**src/rtl/alu_issue.sv**
```systemverilog
// alu_issue: decodes RV32I ALU instructions (R-type, I-type ALU, LUI) into an
// ALU function code plus final operands, then buffers them in a 2-entry
// in-order FIFO. The execute side sees the head entry directly from a register.
module alu_issue #(
  parameter int unsigned DataWidth = 32
) (
  input  logic                 clk,
  input  logic                 rst,
  input  logic                 in_valid,
  output logic                 in_ready,
  input  logic [31:0]          in_inst,
  input  logic [DataWidth-1:0] in_rs1_data,
  input  logic [DataWidth-1:0] in_rs2_data,
  output logic                 out_valid,
  input  logic                 out_ready,
  output logic [3:0]           out_func,
  output logic [DataWidth-1:0] out_op1,
  output logic [DataWidth-1:0] out_op2,
  output logic [4:0]           out_rd,
  output logic                 out_wen,
  output logic                 out_illegal,
  output logic                 err_sticky
);

  localparam logic [3:0] FuncZero = 4'd0;
  localparam logic [3:0] FuncAdd  = 4'd1;
  localparam logic [3:0] FuncSub  = 4'd2;
  localparam logic [3:0] FuncSll  = 4'd3;
  localparam logic [3:0] FuncSlt  = 4'd4;
  localparam logic [3:0] FuncXor  = 4'd5;
  localparam logic [3:0] FuncOr   = 4'd6;
  localparam logic [3:0] FuncAnd  = 4'd7;
  localparam logic [3:0] FuncSrl  = 4'd8;
  localparam logic [3:0] FuncSra  = 4'd9;
  localparam logic [3:0] FuncSltu = 4'd10;

  localparam logic [6:0] OpReg = 7'b0110011;
  localparam logic [6:0] OpImm = 7'b0010011;
  localparam logic [6:0] OpLui = 7'b0110111;

  localparam logic [6:0] F7Base = 7'b0000000;
  localparam logic [6:0] F7Alt  = 7'b0100000;

  typedef struct packed {
    logic [3:0]           func;
    logic [DataWidth-1:0] op1;
    logic [DataWidth-1:0] op2;
    logic [4:0]           rd;
    logic                 wen;
    logic                 illegal;
  } entry_t;

  logic [6:0]           opcode;
  logic [6:0]           funct7;
  logic [2:0]           funct3;
  logic [DataWidth-1:0] imm_sext;
  logic [DataWidth-1:0] shamt;
  logic [DataWidth-1:0] lui_imm;

  assign opcode   = in_inst[6:0];
  assign funct3   = in_inst[14:12];
  assign funct7   = in_inst[31:25];
  assign imm_sext = DataWidth'($signed(in_inst[31:20]));
  assign shamt    = DataWidth'(in_inst[24:20]);
  assign lui_imm  = DataWidth'({in_inst[31:12], 12'b0});

  entry_t               dec;
  logic                 dec_legal;
  logic [3:0]           dec_func;
  logic [DataWidth-1:0] dec_op1;
  logic [DataWidth-1:0] dec_op2;

  // Decode the incoming instruction into a FIFO entry.
  always_comb begin
    dec_legal = 1'b0;
    dec_func  = FuncZero;
    dec_op1   = '0;
    dec_op2   = '0;
    case (opcode)
      OpReg: begin
        dec_op1 = in_rs1_data;
        dec_op2 = in_rs2_data;
        if (funct7 == F7Base) begin
          dec_legal = 1'b1;
          case (funct3)
            3'b000:  dec_func = FuncAdd;
            3'b001:  dec_func = FuncSll;
            3'b010:  dec_func = FuncSlt;
            3'b011:  dec_func = FuncSltu;
            3'b100:  dec_func = FuncXor;
            3'b101:  dec_func = FuncSrl;
            3'b110:  dec_func = FuncOr;
            default: dec_func = FuncAnd;
          endcase
        end else if (funct7 == F7Alt) begin
          if (funct3 == 3'b000) begin
            dec_legal = 1'b1;
            dec_func  = FuncSub;
          end else if (funct3 == 3'b101) begin
            dec_legal = 1'b1;
            dec_func  = FuncSra;
          end
        end
      end
      OpImm: begin
        dec_op1 = in_rs1_data;
        dec_op2 = imm_sext;
        case (funct3)
          3'b000: begin dec_legal = 1'b1; dec_func = FuncAdd;  end
          3'b010: begin dec_legal = 1'b1; dec_func = FuncSlt;  end
          3'b011: begin dec_legal = 1'b1; dec_func = FuncSltu; end
          3'b100: begin dec_legal = 1'b1; dec_func = FuncXor;  end
          3'b110: begin dec_legal = 1'b1; dec_func = FuncOr;   end
          3'b111: begin dec_legal = 1'b1; dec_func = FuncAnd;  end
          3'b001: begin
            dec_op2 = shamt;
            if (funct7 == F7Base) begin
              dec_legal = 1'b1;
              dec_func  = FuncSll;
            end
          end
          default: begin
            dec_op2 = shamt;
            if (funct7 == F7Base) begin
              dec_legal = 1'b1;
              dec_func  = FuncSrl;
            end else if (funct7 == F7Alt) begin
              dec_legal = 1'b1;
              dec_func  = FuncSra;
            end
          end
        endcase
      end
      OpLui: begin
        dec_legal = 1'b1;
        dec_func  = FuncAdd;
        dec_op1   = '0;
        dec_op2   = lui_imm;
      end
      default: ;
    endcase

    // Illegal entries carry no operands so the ALU computes nothing meaningful.
    dec.func    = dec_legal ? dec_func : FuncZero;
    dec.op1     = dec_legal ? dec_op1 : '0;
    dec.op2     = dec_legal ? dec_op2 : '0;
    dec.rd      = in_inst[11:7];
    dec.wen     = dec_legal && (in_inst[11:7] != 5'd0);
    dec.illegal = !dec_legal;
  end

  entry_t     head_q, head_d;
  entry_t     tail_q, tail_d;
  logic [1:0] count_q, count_d;
  logic       err_q, err_d;
  logic       push, pop;

  assign in_ready  = !rst && (count_q < 2'd2);
  assign out_valid = (count_q != 2'd0);
  assign push      = in_valid && in_ready;
  assign pop       = out_valid && out_ready;

  // FIFO next state: head is the output register, tail holds the second entry.
  always_comb begin
    head_d  = head_q;
    tail_d  = tail_q;
    count_d = count_q;
    err_d   = err_q || (push && dec.illegal);
    case ({push, pop})
      2'b10: begin
        if (count_q == 2'd0) begin
          head_d = dec;
        end else begin
          tail_d = dec;
        end
        count_d = count_q + 2'd1;
      end
      2'b01: begin
        // Popping the last entry leaves head untouched so outputs hold their value.
        if (count_q == 2'd2) begin
          head_d = tail_q;
        end
        count_d = count_q - 2'd1;
      end
      // Push with pop only happens at count 1: new entry replaces the retired head.
      2'b11: head_d = dec;
      default: ;
    endcase
  end

  // State registers with synchronous reset.
  always_ff @(posedge clk) begin
    if (rst) begin
      head_q  <= '0;
      tail_q  <= '0;
      count_q <= 2'd0;
      err_q   <= 1'b0;
    end else begin
      head_q  <= head_d;
      tail_q  <= tail_d;
      count_q <= count_d;
      err_q   <= err_d;
    end
  end

  assign out_func    = head_q.func;
  assign out_op1     = head_q.op1;
  assign out_op2     = head_q.op2;
  assign out_rd      = head_q.rd;
  assign out_wen     = head_q.wen;
  assign out_illegal = head_q.illegal;
  assign err_sticky  = err_q;

endmodule

```
**config.mk**
```make
export PLATFORM = sky130hd
export DESIGN_NAME = alu_issue
export DESIGN_NICKNAME = d
export VERILOG_FILES = /design/src/rtl/alu_issue.sv
export SDC_FILE = /design/constraint.sdc
export NUM_CORES = 1
export LEC_CHECK = 0
export CAP_MARGIN = 20
export CORE_MARGIN = 10
export CORE_UTILIZATION = 35
export DETAILED_ROUTE_END_ITERATION = 16
export PLACE_DENSITY = 0.59
export RECOVER_POWER = 100
export SETUP_SLACK_MARGIN = 0.3
export SLEW_MARGIN = 40
export SYNTH_ARGS = -nofsm -noshare
export SYNTH_HDL_FRONTEND = slang
export SYNTH_SLANG_ARGS = --single-unit
```
**constraint.sdc**
```tcl
create_clock -name clk -period 2.9 [get_ports clk]
set_input_delay 0.87 -clock clk [delete_from_list [all_inputs] [get_ports clk]]
set_output_delay 0.87 -clock clk [all_outputs]
set_load 0.05 [all_outputs]
```
==> summary.md, run 1 <==
Status
- status: finished clean

Floorplan
- Die Width: 159 um
- Die Ht: 159 um
- Initial Utilization: 35.9%
- core area: 0.0189 mm^2
- site row count: 50
- overall die area: 0.0253 mm^2
- top-level I/O count: 178

Critical path
- endpoint class of the critical path: flip-flop
- WS Path Type: in -> reg
- Req. time, crit path: 3270 ps
- cell family with the largest share of critical-path delay: buffers and inverters
- Reg2Reg Capture Point: out_op1[4]
- launching point of the worst reg2reg path: count_q[0]
- cell type of the slowest stage on the worst timing path: dlygate4sd3_1
- Critical Path, Cell by Cell: dlygate4sd3_1 -> or2_4 -> o41ai_4 -> a22oi_2 -> a21oi_4 -> nor4b_4 -> buf_4 -> buf_12 -> clkbuf_16 -> a21o_1
- Data arrival, critical path: 3060 ps
- kind of start point of the critical path: input pin
- setup slack of the worst register-to-register path: 270 ps
- Slowest Stage Delay on Critical Path: 550 ps
- launching instance or port of the critical path: in_inst[29]
- WP buf/inv: 4
- total number of cells along the worst setup path: 10
- number of cell instances on the worst register-to-register path: 11
- worst-path fanout max: 5

Hold path
- Hold Path Class: reg -> reg
- beginning of the worst hold path: tail_q[4]
- WHS Endpoint: tail_q[4]
- Hold Crit Depth: 2

Detailed routing
- post-DR vias/cell: 5.25
- detail-routed net length per standard cell: 18.7 um
- post-route ant nets: 0
- vias after detailed routing: 6863
- number of search-and-repair iterations in the first detailed-routing pass: 5
- final wirelength: 24400 um
- number of DRC markers after the initial detailed-route iteration: 480
- number of DRC violations after detailed routing: 0

Clocking
- clock root buffer master: clkbuf_16
- CTS tree: built
- clock insertion delay at the later pin of the skew report: 430 ps
- clock slew seen by the registers of the worst setup and hold paths: 70 ps
- clock tree buffer depth: 2
- clk sinks: 153
- deepest level of the CTS H-tree: 4
- Inserted Clock Buffers: 17

Placed design
- cell area reported after detailed placement: 0.00925 mm^2
- Worst Setup Slack post-DPL: -401 ps
- GPL Wtd Cong: 0.792
- sum of net half-perimeters after detailed placement: 15500 um
- PortBufs: 177

Global routing
- pin count of the biggest net entering global routing: 155
- aggregate global routing overflow: 0
- initial antenna violation count: 1
- global-route usage over all layers: 18.2%
- vias in the first global route: 6743
- wire length of the first global-routing pass: 38100 um

Synth
- synthesized area per cell: 8.20 um^2
- ys async rst share: 0%
- sequential element share of the synthesized area: 45.2%
- top cells by instance count after synthesis: dfxtp_1 (153), nand2_1 (105), nor2_1 (96)
- Yosys warnings: 0
- synthesized instance count: 826
- proportion of netlist area held by the largest area contributor: 45.2%
- most area-hungry cell type in the Yosys netlist: dfxtp_1
- count of flip-flops with a built-in enable after synthesis: 0
- number of synthesized register bits: 153
- dominant cell by count in the synthesized netlist: dfxtp_1
- number of nets in the synthesized netlist: 929
- number of library cell types mapped by synthesis: 56
- Synth area leaders: dfxtp_1 (45%), a21oi_1 (6.1%), nand2_1 (5.8%), nor2_1 (5.3%), a22oi_1 (4.2%)
- netlist area before placement: 0.00678 mm^2
- flip-flop cell with the highest count after synthesis: dfxtp_1

Timing
- setup repair after global routing missed its margin: true
- minimum clock period after layout: 2680 ps
- Max transition margin: 50.6%
- endpoints failing setup: 0
- setup slack after layout: 215 ps
- number of pins exceeding their max-slew limit in the final report: 0
- Worst Max-Slew Pin Slew: 741 ps
- endpoints failing hold: 0
- clk_skew: 11.1 ps
- peak clock frequency supported by timing: 372 MHz
- final worst path period share: 92.6%

Pwr
- static leakage: 4.35 nW
- peak supply drop: 0.453 mV
- Overall Power: 7.30 mW
- total power divided by cell area: 706 mW/mm^2

Cells and area
- post-route design area: 0.0103 mm^2
- Final #Nets: 1135
- fill count: 1749
- area added between synthesis and finish: 52.7%
- share of final-layout standard cells stronger than drive strength 1: 15.0%

Job
- number of maximum-capacitance violations: 0

[power breakdown]
group	internal (mW)	switching, mW
clock	1.23	1.03
combinational	0.880	1.74
sequential	2.30	0.115
[area by class of cell]
class,instances,area (um^2),area share [%]
multi-input cells,588,3580,34.6
flip-flops and latches,153,3060,29.6
repair buffers,266,2760,26.6
clock buffers,17,425,4.11
well taps,260,325,3.14
clock inverters,15,175,1.69
inverters,6,22.5,0.218
diodes,1,2.50,0.0242
[cell usage in the layout, fill, tap and decap left out, types with 6 or more instances in the layout]
cell             synthesis  routed
dfxtp_1                153     153
nand2_1                105     103
nor2_1                  96      94
a21oi_1                 83      82
clkdlybuf4s50_1          0      81
dlygate4sd3_1            0      77
buf_4                    1      55
nand3_1                 40      40
a22oi_1                 38      38
a21o_1                  34      34
nor3_1                  33      33
mux2i_1                 24      24
o21ai_0                 24      22
clkbuf_16                0      22
a221oi_1                26      17
buf_12                   0      13
a221oi_2                 0       9
dlymetal6s2s_1           0       9
a211oi_1                 7       7
and3_1                   7       7
a22o_1                   6       6
a32oi_1                  6       6
clkbuf_1                70       6
[worst register-to-register path: stages, from the launching register on]
cell and delay (ps):
dfxtp_1 450, or2_0 340, nand2_2 160, inv_2 110, ha_4 140, buf_4 450
a21oi_4 70, nor4b_4 160, buf_4 170, buf_12 140, clkbuf_16 170, a21o_1 170
[worst max path at each step]
stage | end
after global routing | tail_q[73]
after detailed placement | out_op2[7]
after global placement | out_op1[24]
after floorplan | out_op1[10]
final | out_op1[4]
after CTS | out_op2[6]
[cells by family (layout without fill, tap and decap cells)]
family,Yosys count,in the layout,synth area share [%]
AO/OA/AOI/OAI,247,247,24.6
XOR/XNOR,4,4,0.517
adder cells (fa/ha/maj),4,4,0.702
buffers and inverters,85,304,5.04
flip-flops,153,153,45.2
multiplexers,25,25,3.71
other,0,1,0
AND/OR/NAND/NOR,308,308,20.2
[stage by stage]
stage	utilization (%)	setup TNS [ps]	hold WS [ps]	std cells
after floorplan	-	-971	432	826
after CTS	53.4	0	458	1294
after detailed placement	49.0	-42950	448	1251
after global routing	54.8	0	472	1306
after global placement	49.0	-39660	441	1251
final	54.8	0	452	1306
[metal layers]
metal | GRT usage [%] | vias up | wire, um
met1 | 24.2 | 3257 | 11100
li1 | - | 3360 | -
met5 | 0 | - | 0
met2 | 28.8 | 233 | 11300
met3 | 4.70 | 13 | 1720
met4 | 4.55 | 0 | 249
[state kept, by name (all words and copies together), names as in the netlist]
| register | flops |
|---|---|
| count_q | 2 |
| out_op1 | 32 |
| out_wen | 1 |
| out_func | 4 |
| tail_q | 75 |
| err_sticky | 1 |
| out_illegal | 1 |
| out_op2 | 32 |
| out_rd | 5 |
[timing repair]
action	in CTS	in global routing
setup buffers	7	6
endpoints found under the hold margin	0	0
endpoints found under the setup margin	131	119
cloned	4	5
resized for setup	24	51
pin swaps	11	34
hold buffers	0	0
(Power assumes the default switching activity.)
==> run 2: changes to the inputs <==
--- a/config.mk
+++ b/config.mk
@@ -5,11 +5,12 @@
 export SDC_FILE = /design/constraint.sdc
 export NUM_CORES = 1
 export LEC_CHECK = 0
-export CAP_MARGIN = 20
+export ABC_AREA = 1
+export CAP_MARGIN = 5
 export CORE_MARGIN = 10
 export CORE_UTILIZATION = 35
 export DETAILED_ROUTE_END_ITERATION = 16
-export PLACE_DENSITY = 0.59
+export PLACE_DENSITY = 0.58
 export RECOVER_POWER = 100
 export SETUP_SLACK_MARGIN = 0.3
 export SLEW_MARGIN = 40
==> summary.md, run 2 <==
Status
- status: finished clean

Clocking
- clock slew seen by the registers of the worst setup and hold paths: 60 ps
- clock root buffer master: clkbuf_16
- clock tree buffer depth: 2
- deepest level of the CTS H-tree: 4
- clk sinks: 153
- clock insertion delay at the later pin of the skew report: 430 ps
- CTS tree: built
- Inserted Clock Buffers: 17

Timing
- clk_skew: 8.99 ps
- number of pins exceeding their max-slew limit in the final report: 0
- setup repair after global routing missed its margin: true
- summed negative setup slack over all endpoints: 0 ps
- endpoints failing setup: 0
- endpoints failing hold: 0
- peak clock frequency supported by timing: 388 MHz
- setup slack after layout: 322 ps
- Worst Max-Slew Pin Slew: 681 ps
- final worst path period share: 88.9%
- minimum clock period after layout: 2580 ps
- Max transition margin: 54.6%

Critical path
- Reg2Reg Capture Point: count_q[1]
- end point of the critical path: out_op2[12]
- setup slack of the worst register-to-register path: 620 ps
- kind of start point of the critical path: flip-flop
- launching instance or port of the critical path: out_op2[12]
- launching point of the worst reg2reg path: count_q[1]
- WS Path Type: reg -> out
- number of cell instances on the worst register-to-register path: 11
- cell type of the slowest stage on the worst timing path: dlygate4sd3_1
- Critical Path, Cell by Cell: dlygate4sd3_1
- WP buf/inv: 1
- total number of cells along the worst setup path: 1
- worst-path fanout max: 2
- Req. time, crit path: 2030 ps
- Data arrival, critical path: 1710 ps
- Slowest Stage Delay on Critical Path: 910 ps
- cell family with the largest share of critical-path delay: buffers and inverters
- endpoint class of the critical path: primary output

Detailed routing
- detail-routed net length per standard cell: 14.7 um
- post-route ant nets: 0
- number of DRC violations after detailed routing: 0
- final wirelength: 23400 um
- post-DR vias/cell: 4.74
- number of search-and-repair iterations in the first detailed-routing pass: 5
- vias after detailed routing: 7570
- number of DRC markers after the initial detailed-route iteration: 386

Placed design
- GPL Wtd Cong: 0.802
- sum of net half-perimeters after detailed placement: 15600 um
- Worst Setup Slack post-DPL: 33.4 ps
- PortBufs: 177
- Post-Place Cells: 1564

Floorplan
- overall die area: 0.0274 mm^2
- Die Width: 166 um
- core area: 0.0210 mm^2
- Die Ht: 166 um
- site row count: 53
- Initial Utilization: 35.4%
- top-level I/O count: 178

Synth
- top cells by instance count after synthesis: nand2_1 (346), nor2_1 (191), dfxtp_1 (153)
- number of library cell types mapped by synthesis: 28
- dominant cell by count in the synthesized netlist: nand2_1
- sequential element share of the synthesized area: 41.3%
- synthesized instance count: 1159
- number of synthesized register bits: 153
- Yosys warnings: 0
- Synth area leaders: dfxtp_1 (41%), nand2_1 (18%), a21oi_1 (10%), nor2_1 (9.7%), o21ai_0 (6.3%)
- count of flip-flops with a built-in enable after synthesis: 0
- synthesized area per cell: 6.40 um^2
- ys async rst share: 0%
- number of nets in the synthesized netlist: 1262
- flip-flop cell with the highest count after synthesis: dfxtp_1
- netlist area before placement: 0.00742 mm^2
- most area-hungry cell type in the Yosys netlist: dfxtp_1
- proportion of netlist area held by the largest area contributor: 41.3%

Hold path
- Hold Path Class: reg -> reg
- beginning of the worst hold path: out_op2[31]

Cells and area
- leading cell type in the layout, fill and taps excluded: nand2_1
- fill count: 2177
- final std cells w/o fill: 1597
- share of final-layout standard cells stronger than drive strength 1: 8.09%
- Final #Nets: 1412
- flip-flop count of the largest register, all copies and words added: 75
- area added between synthesis and finish: 37.6%
- number of antenna repair diodes: 0
- leading cell types in the layout, fill and taps excluded: nand2_1 (354), nor2_1 (190), dfxtp_1 (153), a21oi_1 (148), clkdlybuf4s50_1 (96)
- register ranked first by flip-flop count: tail_q

Pwr
- total power divided by cell area: 726 mW/mm^2
- static leakage: 4.87 nW
- peak supply drop: 0.407 mV

Global routing
- global-route usage over all layers: 16.5%
- vias in the first global route: 7136
- wire length of the first global-routing pass: 37900 um
- pin count of the biggest net entering global routing: 75
- initial antenna violation count: 0
- aggregate global routing overflow: 0

Job
- number of maximum-capacitance violations: 0

-- run 2: cell types whose count changed after synthesis, sizes merged, moves of 26 or more --
| cell | before | now |
|---|---|---|
| o21ai | 24 | 93 |
| nor2 | 96 | 196 |
| a22oi | 39 | 1 |
| a21oi | 85 | 148 |
| nand2 | 105 | 377 |
| a21o | 34 | 0 |
| inv | 6 | 58 |
| a221oi | 26 | 0 |
| nor3 | 33 | 2 |
-- run 2: power breakdown --
part	switching, mW	internal (mW)
sequential	0.158	2.43
clock	0.971	1.19
combinational	1.77	0.892
-- run 2: layer usage --
metal / GRT usage (%) / routed length [um] / vias to the layer above
li1: - / - / 3971
met1: 20.9 / 11000 / 3401
met2: 26.0 / 10500 / 184
met3: 5.61 / 1670 / 14
met4: 4.47 / 206 / 0
met5: 0 / 0 / -
-- run 2: metrics by stage --
stage | hold WS [ps] | total power, mW | utilization, % | cell area [um^2]
after detailed placement | 455 | 5.38 | 46.0 | 9650
after CTS | 464 | 7.55 | 48.8 | 10200
after floorplan | 448 | 4.46 | - | 7430
after global routing | 477 | 7.90 | 48.7 | 10200
final | 458 | 7.41 | 48.7 | 10200
after global placement | 453 | 5.36 | 46.0 | 9640
-- run 2: worst reg2reg max path, cell delays in order (launching register included) --
cell and delay [ps]:
dfxtp_1 360, or2_2 340, nand2_1 130, inv_1 60, ha_1 200, buf_4 190
inv_4 100, clkbuf_2 380, nand2_1 100, nand3_1 90, xor2_1 150, nor2_1 50
-- run 2: layout make-up --
cell class              instances  area [um^2]  area share, %
multi-input cells             863         3770           36.9
flip-flops and latches        153         3060           30.0
repair buffers                214         2230           21.9
clock buffers                  20          467           4.57
well taps                     275          344           3.37
inverters                      60          230           2.25
clock inverters                12          104           1.02
-- run 2: cells by family after synthesis --
group	count (synthesis)	share of synthesized area, %
buf+inv	143	8.01
flops	153	41.3
simple gates	609	33.0
fa+ha+maj	3	0.506
xor+xnor	2	0.236
compound gates	249	17.0
-- run 2: what timing repair did --
item / 4_1_cts / 5_1_grt
resized for setup: 1 / 0
hold buffers: 0 / 0
setup buffers: 0 / 0
gates cloned: 0 / 1
endpoints found under the setup margin: 1 / 10
-- run 2: worst min path at each step --
stage / to / slack (ps) / cells past startpoint
finish: out_op2[31] / 460 / 2
CTS: out_op2[31] / 460 / 2
floorplan: out_rd[1] / 450 / 2
global placement: out_op1[19] / 450 / 2
detailed placement: out_op2[31] / 450 / 2
global route: out_op1[27] / 480 / 2
